[src/rtl/demux_sequencer.sv]
// Serialises a 4-bit word onto a 1-to-4 demux: one enabled channel per cycle, lowest index first.
// Optional SEQ_BACK2BACK_EN lets a new word be accepted during the DONE cycle.
module demux_sequencer (
   input  logic       iClk,
   input  logic       iRst,
   input  logic [3:0] iD,
   input  logic [3:0] iMask,
   input  logic       iValid,
   output logic       oReady,
   output logic       oC,
   output logic       oS1,
   output logic       oS0,
   output logic       oActive,
   output logic       oDone,
   output logic [1:0] oStateDbg
);

`ifdef SEQ_BACK2BACK_EN
   localparam logic Back2Back = 1'b1;
`else
   localparam logic Back2Back = 1'b0;
`endif

   typedef enum logic [1:0] {IDLE = 2'd0, SEND = 2'd1, DONE = 2'd2} stateT;

   stateT      state;
   logic [3:0] dataReg;
   logic [3:0] maskReg;
   logic [1:0] ptr;
   logic       readyReg;
   logic       accept;
   logic       lowAny;
   logic [1:0] lowIdx;
   logic       nextAny;
   logic [1:0] nextIdx;

   // Handshake: a word transfers on a rising edge where iValid and oReady are both 1;
   // oReady is forced low whenever iRst is high.
   assign oReady    = readyReg & ~iRst;
   assign accept    = iValid & readyReg;
   assign oStateDbg = state;

   always_comb begin
      lowAny  = |iMask;
      lowIdx  = 2'd0;
      nextAny = 1'b0;
      nextIdx = 2'd0;
      for (int i = 3; i >= 0; i--) begin
         if (iMask[i]) lowIdx = 2'(i);
         if (maskReg[i] && (i > int'(ptr))) begin
            nextAny = 1'b1;
            nextIdx = 2'(i);
         end
      end
   end

   always_ff @(posedge iClk) begin
      if (iRst) begin
         state    <= IDLE;
         dataReg  <= 4'd0;
         maskReg  <= 4'd0;
         ptr      <= 2'd0;
         oC       <= 1'b0;
         oS1      <= 1'b0;
         oS0      <= 1'b0;
         oActive  <= 1'b0;
         oDone    <= 1'b0;
         readyReg <= 1'b1;
      end else begin
         case (state)
            IDLE, DONE: begin
               // readyReg is only high in DONE when back-to-back is enabled
               if (accept) begin
                  dataReg <= iD;
                  maskReg <= iMask;
                  if (lowAny) begin
                     state      <= SEND;
                     ptr        <= lowIdx;
                     oActive    <= 1'b1;
                     oC         <= iD[lowIdx];
                     {oS1, oS0} <= lowIdx;
                     oDone      <= 1'b0;
                     readyReg   <= 1'b0;
                  end else begin
                     state      <= DONE;
                     ptr        <= 2'd0;
                     oActive    <= 1'b0;
                     oC         <= 1'b0;
                     {oS1, oS0} <= 2'b00;
                     oDone      <= 1'b1;
                     readyReg   <= Back2Back;
                  end
               end else begin
                  state      <= IDLE;
                  oActive    <= 1'b0;
                  oC         <= 1'b0;
                  {oS1, oS0} <= 2'b00;
                  oDone      <= 1'b0;
                  readyReg   <= 1'b1;
               end
            end
            SEND: begin
               if (nextAny) begin
                  ptr        <= nextIdx;
                  oC         <= dataReg[nextIdx];
                  {oS1, oS0} <= nextIdx;
               end else begin
                  state      <= DONE;
                  ptr        <= 2'd0;
                  oActive    <= 1'b0;
                  oC         <= 1'b0;
                  {oS1, oS0} <= 2'b00;
                  oDone      <= 1'b1;
                  readyReg   <= Back2Back;
               end
            end
            default: begin
               state      <= IDLE;
               oActive    <= 1'b0;
               oC         <= 1'b0;
               {oS1, oS0} <= 2'b00;
               oDone      <= 1'b0;
               readyReg   <= 1'b1;
            end
         endcase
      end
   end

endmodule

[config.mk]
export PLATFORM = sky130hd
export DESIGN_NAME = demux_sequencer
export DESIGN_NICKNAME = d
export VERILOG_FILES = /design/src/rtl/demux_sequencer.sv
export SDC_FILE = /design/constraint.sdc
export NUM_CORES = 1
export LEC_CHECK = 0
export CAP_MARGIN = 20
export CORE_MARGIN = 2
export CORE_UTILIZATION = 41
export DETAILED_ROUTE_END_ITERATION = 16
export HOLD_SLACK_MARGIN = 0.05
export PLACE_DENSITY_LB_ADDON = 0.1
export REMOVE_ABC_BUFFERS = 1
export SLEW_MARGIN = 30
export SYNTH_ARGS = -nofsm -noshare
export SYNTH_HDL_FRONTEND = slang
export SYNTH_SLANG_ARGS = --single-unit
[constraint.sdc]
create_clock -name iClk -period 1.4 [get_ports iClk]
set_clock_uncertainty 0.2 [all_clocks]
set_input_delay 0.14 -clock iClk [delete_from_list [all_inputs] [get_ports iClk]]
set_output_delay 0.14 -clock iClk [all_outputs]
set_load 0.005 [all_outputs]
# Yosys cells after proc, flatten, opt, wreduce, memory -nomap -nowiden
# Index checks and enable logic that the tools add are counted.
# op_classes
eq_ne	4
reduce_logical	9
magnitude_cmp	5
mux	44
bitwise_logic	3
# ops
op	n
$mux W2	13
$mux W1	21
$pmux W1 S2	6
$pmux W2 S2	2
$lt A2 B3 Y1 const B	2
$bmux W1 S2	2
$gt A2 B2 Y1 const A	2
$ne A2 B2 Y1 const B	2
$reduce_and A2 Y1	2
$reduce_or A4 Y1	1
$logic_and A1 B1 Y1	3
$and A1 B1 Y1	2
$eq A2 B1 Y1 const B	1
$eq A2 B2 Y1 const B	1
$gt A1 B2 Y1 const A	1
$logic_not A2 Y1	1
$reduce_bool A2 Y1	1
$reduce_or A2 Y1	1
$not A1 Y1	1
# totals
ff_bits	18
inputBits	11

# Logic depth before layout (Yosys ltp)
# logic_depth
depth_word	9
mapped_depth	6
depth_no_buf	5

# Least setup slack after synthesis
# Ideal clock, no wire load.
# synth_path
path_kind	register to register
start	register maskReg[2]
end	register oC
path_slack_ps	-84
stages_incl_launch_ff	5
path_buffers	0
t_arrival_ps	1155
synth_period_minus_slack_ps	1484
path_cell_list	dfxtp_1 -> nor2b_2 -> or3_1 -> a221oi_2 -> o32ai_1
# synth_via
elab_chain_cells	7
word_cells_on_any_way	9
# synth_rtl
item	line_no	text
start: declaration	28	logic [3:0] maskReg;
start signal: assignment	75	maskReg <= iMask;
$logic_and A1 B1 Y1 (*)	50	if (maskReg[i] && (i > int'(ptr))) begin
$mux W2 (2 in a row)	50	
$bmux W1 S2	105	oC <= dataReg[nextIdx];
$mux W1 (not written as such)	105	
$mux W1 (*)	103	if (nextAny) begin
$pmux W1 S2 (*)	70	case (state)
end signal: assignment	80	oC <= iD[lowIdx];
end signal: assignment	105	
end: declaration	10	output logic oC,
# Mark *: on every way between the ends. The rest lies on a longest branch, timed or not. The select of a mux whose other input is x is not followed.
# A chain may end at the register's enable or synchronous reset.

# Worst setup path in the final report
# layout_path
start	register ptr[0]
end	register oC
# layout_via
elab_chain_cells	9
word_cells_on_any_way	16
# layout_rtl
item	line_no	text
start: declaration	29	logic [1:0] ptr;
start signal: assignment	78	ptr <= lowIdx;
start signal: assignment	104	ptr <= nextIdx;
$gt A2 B2 Y1	50	
$logic_and A1 B1 Y1	50	
$mux W2 (3 in a row)	50	
$bmux W1 S2	105	
$mux W1 (not written as such)	105	
$mux W1 (*)	103	
$pmux W1 S2 (*)	70	
# Marked as above.

==> qor.yml <==
sta:
  fin_ws_ns: -0.167
  hold_violations: 0
  fin_hold_ws_ns: 0.228
  rsz0062_at_grt: "true"
  slew_violations: 0
  maxSlewHeadroom_pct: 79.7
  finalCritPeriodShare_pct: 112
  finalSetupViolCount: 4
  fmax_mhz: 638
  tightest_slew_ns: 0.304
  period_minus_slack_ns: 1.57
drt:
  drt_pre_antenna_iters: 4
  first_iter_violations: 10
  vias_per_cell: 5.40
  wl_per_cell_um: 13.3
  ant_nets: 0
  routed_wl_um: 1950
  vias: 788
  route.detailed.drc: 0
logic_synthesis:
  ys_types: 27
  ys_top_cells_by_count: "nand2_1, a21oi_1, dfxtp_1"
  yosysMostFrequentCell: "nand2_1"
  ys_seq_area_share_pct: 42.5
  synth_edf_count: 0
  ys_warn_count: 0
  synth-main-ff-cell: "dfxtp_1"
  syn_avg_cell_area_um2: 7.77
  synth.area.top_cells: "dfxtp_1, a21oi_1, nand2_1, nor2_1, nor3_1"
  synth_top_cell_by_area: "dfxtp_1"
  synthArstFlopShare_pct: 0
  netlist_area_um2: 707
  synth_top_area_share_pct: 42.5
  synth_cells: 91
  synth_seq_cells: 15
floorplan:
  die_height_um: 45.5
  core_area_mm2: 0.00167
  dieArea_mm2: 0.00207
  initial_core_util_pct: 42.3
  die_w_um: 45.5
  row_count: 15
  io_pins: 19
clocking:
  worst_skew_pair.late_latency_ns: 0.29
  clk_pin_slew_worst_paths_ns: 0.09
  tritoncts: "done"
  cts_hold_buf: 0
  clock_path_buffers: 2
  cts_buffers: 3
  cts-htree-levels: 1
  root_buffer: "clkbuf_4"
  cts_sinks: 15
power:
  p_int_mw: 0.752
  powerDensity_mw_per_mm2: 951
  p_comb_share_pct: 30.8
  clkPwrFrac_pct: 23.7
  switching_share_pct: 29.3
  ir_worst_vdd_v: 0.000718
  seqPwrFrac_pct: 45.6
  p_switching_mw: 0.311
  leakage_nw: 0.485
status:
  violations: "negative setup slack"
  status: "complete, but fails checks"
layout:
  nets: 141
  fin_util_pct: 66.9
  drive_above_1_share_pct: 33.3
  antennaDiodeCount: 0
  synthToLayoutAreaGrowth_pct: 58.1
placement:
  place_congestion: 0.846
  hpwl_um: 1330
  portBuffers: 18
  pre_cts_ws_ns: -0.251
grt:
  grt_pass1_vias: 672
  grt_util_all_layers_pct: 19.4
  grt-ovfl-total: 0
  antenna_found_initial: 0
  grt_max_degree: 14
  grt_pass1_wl_um: 2740
run:
  cap_violations: 0
setup_path:
  path_delay_family: "simple AND/OR/NAND/NOR gates"
  crit_chain: "nand2b_4 -> nor2b_4 -> o21a_1 -> or3_1 -> o32ai_2"
  cpMaxStageDelayCell: "dfxtp_2"
  worst-path-max-fanout: 3
  critPathMaxStageDelay_ns: 0.34
  worstSetupEndpointType: "flop"
  crit_cells: 5
  reg2regPathDepth: 5
  rrSetupSlack_ns: -0.17
  path_buf_inv: 0
  cp.arrival_ns: 1.56
  cp.required_ns: 1.40
  criticalPathCategory: "reg -> reg"
  startpoint_type: "flop"
hold_path:
  worst_hold_path_type: "in -> reg"
  worstHoldPathCells: 3
-- worst min-delay path: stages --
cell	delay, ns
clkdlybuf4s50_1	0.42
nand2_1	0.06
a21oi_1	0.05
-- registers in the layout, indices dropped and copies added, names as in the netlist --
signal / cells
oS0: 1
oActive: 1
oStateDbg: 1
oC: 1
dataReg: 3
oS1: 1
maskReg: 3
oDone: 1
readyReg: 1
ptr: 2
-- power by group through the flow --
stage | sequential, mW | combinational (mW) | clock, mW
after CTS | 0.483 | 0.302 | 0.265
after global routing | 0.488 | 0.357 | 0.281
after detailed placement | 0.491 | 0.294 | 0
after global placement | 0.491 | 0.293 | 0
final | 0.484 | 0.327 | 0.252
after floorplan | 0.491 | 0.123 | 0
-- final timing paths --
path	start	endpoint
max reg2reg	ptr[0]	oC
min reg2reg	dataReg[2]	dataReg[2]
min	iD[3]	dataReg[3]
max	ptr[0]	oC
-- layout make-up --
cell class	count	area [µm²]
sequential	15	310
tap	17	21.3
multi-input combinational	70	427
fill	154	553
timing repair buffer	38	325
inverter	2	7.51
clock buffer	4	26.3
-- what timing repair did --
item | 4_1_cts | 5_1_grt
endpoints found under the setup margin | 14 | 10
setup buffers | 1 | 1
pin swaps | 4 | 6
resized for setup | 17 | 9
endpoints found under the hold margin | 0 | 0
-- stage by stage --
step                      TNS (ns)  power [mW]  cells  cell area [µm²]
after floorplan             -0.109       0.614     87              687
after detailed placement     -2.53       0.785    140             1020
after global placement       -2.40       0.784    140             1020
final                       -0.323        1.06    146             1120
after global routing        -0.737        1.12    146             1120
after CTS                   -0.402        1.05    145             1070
-- routing by layer --
layer / part of all wire, % / GRT usage, % / up-vias
met1: 44 / 23.5 / 384
li1: - / - / 387
met4: 2.2 / 10.6 / 0
met3: 3.4 / 5.95 / 5
met5: 0 / 0 / -
met2: 51 / 30.4 / 12
-- cell usage in the layout, fill, tap and decap left out, drive strengths merged --
cell type      instances
buf                   20
nor4                   1
o21a                   1
dlygate4sd2            7
nor2b                  4
dfxtp                 15
o32ai                  1
a311o                  1
nor3                   3
inv                    2
a21o                   1
a22oi                  2
o21ai                  2
a31oi                  1
nand2b                 3
clkdlybuf4s50         11
nand2                 18
a221oi                 1
nor2                  11
or2                    1
or3                    2
clkbuf                 4
a21oi                 16
o22ai                  1
-- cell families after synthesis --
group | share of synthesized area (%)
AO/OA/AOI/OAI | 23.5
buffers and inverters | 3.89
flip-flops | 42.5
AND/OR/NAND/NOR | 30.1
Power figures use the tool's default switching activity.
==> patch 1 (config.mk and constraints unchanged) <==
Put one more register stage on the output `oStateDbg`. The value now appears one clock later. The other outputs are not delayed to match.
--- a/src/rtl/demux_sequencer.sv
+++ b/src/rtl/demux_sequencer.sv
@@ -38,7 +38,9 @@
    // oReady is forced low whenever iRst is high.
    assign oReady    = readyReg & ~iRst;
    assign accept    = iValid & readyReg;
-   assign oStateDbg = state;
+   always_ff @(posedge iClk) begin
+      oStateDbg <= state;
+   end
 
    always_comb begin
       lowAny  = |iMask;
Formal check against the unedited RTL: not equivalent (a bounded check fails within 4 cycles, from zero or initial values and one cycle with iRst high).
==> patch 1 against the unedited design <==
Combinational power decreased by 4%; first-iteration DRC count increased to 2.6 times the old value; sequential cell count increased by 2; the flow still finishes with violations (negative setup slack); cell count increased by 6.8%; final area increased by 6.6%; total power increased by 6.4%; setup slack improved by 110 ps; clock power increased by 2%; synthesized area increased by 10%; routed wire length increased by 3.7%.
==> patch 1: results (changes against the unedited design) <==
Place
  • Setup WS pre-CTS: -336.3 ps (-85.37 ps)
  • Post-detail-place hpwl: 1521 um (+15%)
  • Post-DP Area: 1094 sq um (+6.8%)
  • Dpl cells: 149 (+6.4%)

Setup path
  • Worst Path Arrival: 1460 ps (-100 ps)
  • Critical Path Max Stage Delay: 370 ps (+30 ps)
  • CP delay by family, top: compound AO/OA/AOI/OAI gates

Yosys
  • Cells after Synth: 93 (+2.2%)
  • Mux cell area share after synthesis: 0.01286 (+0.01286)
  • Top cells by area, synth: dfxtp_1 (44%), a21oi_1 (8.4%), nand2_1 (8.2%), nor2_1 (4.3%), o32a_1 (2.6%)
  • Compound-Gate Fraction of Synth Area: 0.2605 (+0.02505)

Global routing
  • Grt met3 use: 0.03396 (-0.02556)
  • Vias in the first global route: 683 (+1.6%)
  • GR Layer Usage met2: 0.3108 (+0.006585)

Final layout
  • Share of cells above drive strength 1: 0.3359 (+0.002545)
  • Layout Nets: 143 (+1.4%)
  • Largest regs: dataReg: 3 flops, maskReg: 3 flops
  • Layout filler cell count: 167 (+8.4%)

Clock tree
  • Setup bufs post-CTS: 2 (+1)

Timing
  • Final setup viols: 1 (-3)
  • Setup WS post-layout: -58.42 ps (+108.5 ps)

Status
  • Failing checks: negative setup slack
  • Outcome: complete, but fails checks

Pwr
  • VDD IR-drop max: 0.0008030 V (+12%)
  • Leak: 0.4928 nW (+1.7%)

Detailed routing
  • Wl on met1: 886 um (+3.9%)
  • Metal3 WL: 82 um (+24%)
  • Met2 routed WL: 1011 um (+2.6%)
  • DR iter-0 viols: 26 (+16)

Min path
  • Hold Path Class: reg2reg
## patch 1: where the power goes
group,switching [mW],internal [mW],leakage [nW],total [mW]
clock,0.145,0.111,0.0150,0.256
sequential,0.0339,0.527,0.143,0.560
combinational,0.142,0.172,0.335,0.314
total,0.321,0.810,0.493,1.13
## patch 1: path summary, 6_finish.rpt
path | cells past startpoint | to | startpoint | slack, ps
worst max-delay path | 4 | oC | ptr[1] | -60
worst min-delay path | 0 | oStateDbg[0] | state[0] | 190
worst min register to register | 0 | oStateDbg[0] | state[0] | 190
worst max register to register | 4 | oC | ptr[1] | -60
## patch 1: layout make-up
| class | count | area (sq um) | share of cell area |
|---|---|---|---|
| multi-input cells | 69 | 455.4 | 0.3824 |
| clock buffers | 4 | 26.28 | 0.02206 |
| repair buffers | 36 | 305.3 | 0.2563 |
| inverters | 5 | 18.77 | 0.01576 |
| well taps | 25 | 31.28 | 0.02626 |
| flip-flops and latches | 17 | 354.1 | 0.2973 |
==> patch 2 (same flow settings) <==
Made on the original files. The option `SEQ_BACK2BACK_EN` is turned on by a define.
--- a/src/rtl/demux_sequencer.sv
+++ b/src/rtl/demux_sequencer.sv
@@ -1,5 +1,7 @@
 // Serialises a 4-bit word onto a 1-to-4 demux: one enabled channel per cycle, lowest index first.
 // Optional SEQ_BACK2BACK_EN lets a new word be accepted during the DONE cycle.
+`define SEQ_BACK2BACK_EN
+
 module demux_sequencer (
    input  logic       iClk,
    input  logic       iRst,
Behaviour: not the same (a bounded check fails within 4 cycles, from zero or initial values and one cycle with iRst high).
==> patch 2 against the unedited design <==
The flow still finishes with violations (negative setup slack); sequential cell count did not move; first-iteration DRC count fell by 20%; largest cell class unchanged; sequential share of layout area barely moved; setup slack improved by 140 ps; clock power fell by 7%; synthesized area rose by 1.1%; die area rose by 0.97%; final area fell by 0.45%; sequential power fell by 0.8%; routed wire length fell by 7.9%; largest power group unchanged; total power fell by 8.4%.
==> patch 2: results (changes against the unedited design) <==
Detailed routing
  • Wire length per cell: 12.73 um (-4.6%)
  • Met2 routed WL: 905 um (-8.1%)
  • Vias after detailed routing: 749 (-4.9%)
  • DR iter-0 viols: 8 (-2)
  • Vias/cell: 5.312 (-1.6%)

Pwr
  • Leak: 0.4699 nW (-3.0%)
  • VDD IR-drop max: 0.0004720 V (-34%)

Global routing
  • Largest net degree at the start of global routing: 11 (-3)
  • First-pass GRT wire length: 2760 um (+0.77%)
  • Vias in the first global route: 682 (+1.5%)
  • Total GRT Usage: 0.1907 (-0.003516)

Place
  • Dpl cells: 136 (-2.9%)
  • Post-detail-place hpwl: 1335 um (+0.63%)
  • Post-DP Area: 1008 sq um (-1.5%)
  • Routability Congestion: 0.8406 (-0.59%)

Timing
  • Setup WS post-layout: -28.12 ps (+138.7 ps)
  • Final setup viols: 2 (-2)

Status
  • Failing checks: negative setup slack
  • Outcome: complete, but fails checks

Final layout
  • Share of cells above drive strength 1: 0.3306 (-0.002688)
  • Layout filler cell count: 162 (+5.2%)

Yosys
  • Synth top cells by count: nand2_1 (20), dfxtp_1 (15), a21oi_1 (10)
  • Synth unique cells: 28 (+3.7%)

Clock tree
  • Clock latency on the worst-skew pair: 270 ps (-20 ps)

Setup path
  • CP max FO: 4 (+1)
  • CP delay by family, top: compound AO/OA/AOI/OAI gates
patch 2: cell types whose count changed after synthesis, sizes merged, moves of 2 or more:
cell	change
a21oi	-6
nor2	-5
a211oi	+2
a22oi	-2
nand2	+2
nand3	+2
nor3b	+2
o21ai	+2
patch 2: what timing repair did:
action,4_1_cts,5_1_grt
gates resized for setup,16,15
hold buffers,0,0
endpoints found under the setup margin,12,7
pin swaps,0,4
setup buffers,1,0
patch 2: layout make-up:
| cell class | instances | area (sq um) | share of cell area |
|---|---|---|---|
| Inverter | 3 | 11.26 | 0.01012 |
| Multi-Input combinational cell | 67 | 439.2 | 0.3948 |
| Clock buffer | 4 | 26.28 | 0.02362 |
| Tap cell | 17 | 21.27 | 0.01912 |
| Sequential cell | 15 | 309.0 | 0.2778 |
| Timing Repair Buffer | 35 | 305.3 | 0.2745 |
patch 2: path summary, 6_finish.rpt:
| check | from | endpoint | cells past startpoint |
|---|---|---|---|
| max | ptr[0] | oS1 | 5 |
| min | iD[2] | dataReg[2] | 3 |
| max reg2reg | ptr[0] | oS1 | 5 |
| min reg2reg | oActive | oActive | 2 |
patch 2: logic make-up (layout without fill, tap and decap cells):
kind of cell / count (synthesis) / count (layout) / synth area share
AO/OA/AOI/OAI: 24 / 24 / 0.2172
buffers and inverters: 7 / 42 / 0.05428
flip-flops: 15 / 15 / 0.4203
multiplexers: 1 / 1 / 0.01576
AND/OR/NAND/NOR: 42 / 42 / 0.2925
patch 2: report_power, final:
part	internal, mW	total, mW	leakage [nW]	switching [mW]
clock	0.110	0.235	0.0150	0.124
sequential	0.458	0.480	0.125	0.0217
combinational	0.143	0.259	0.330	0.116
patch 2: layer usage:
metal / vias to the layer above / GRT usage
met5: - / 0
met1: 352 / 0.2337
met2: 19 / 0.3042
met3: 2 / 0.03571
met4: 0 / 0.1200
li1: 376 / -
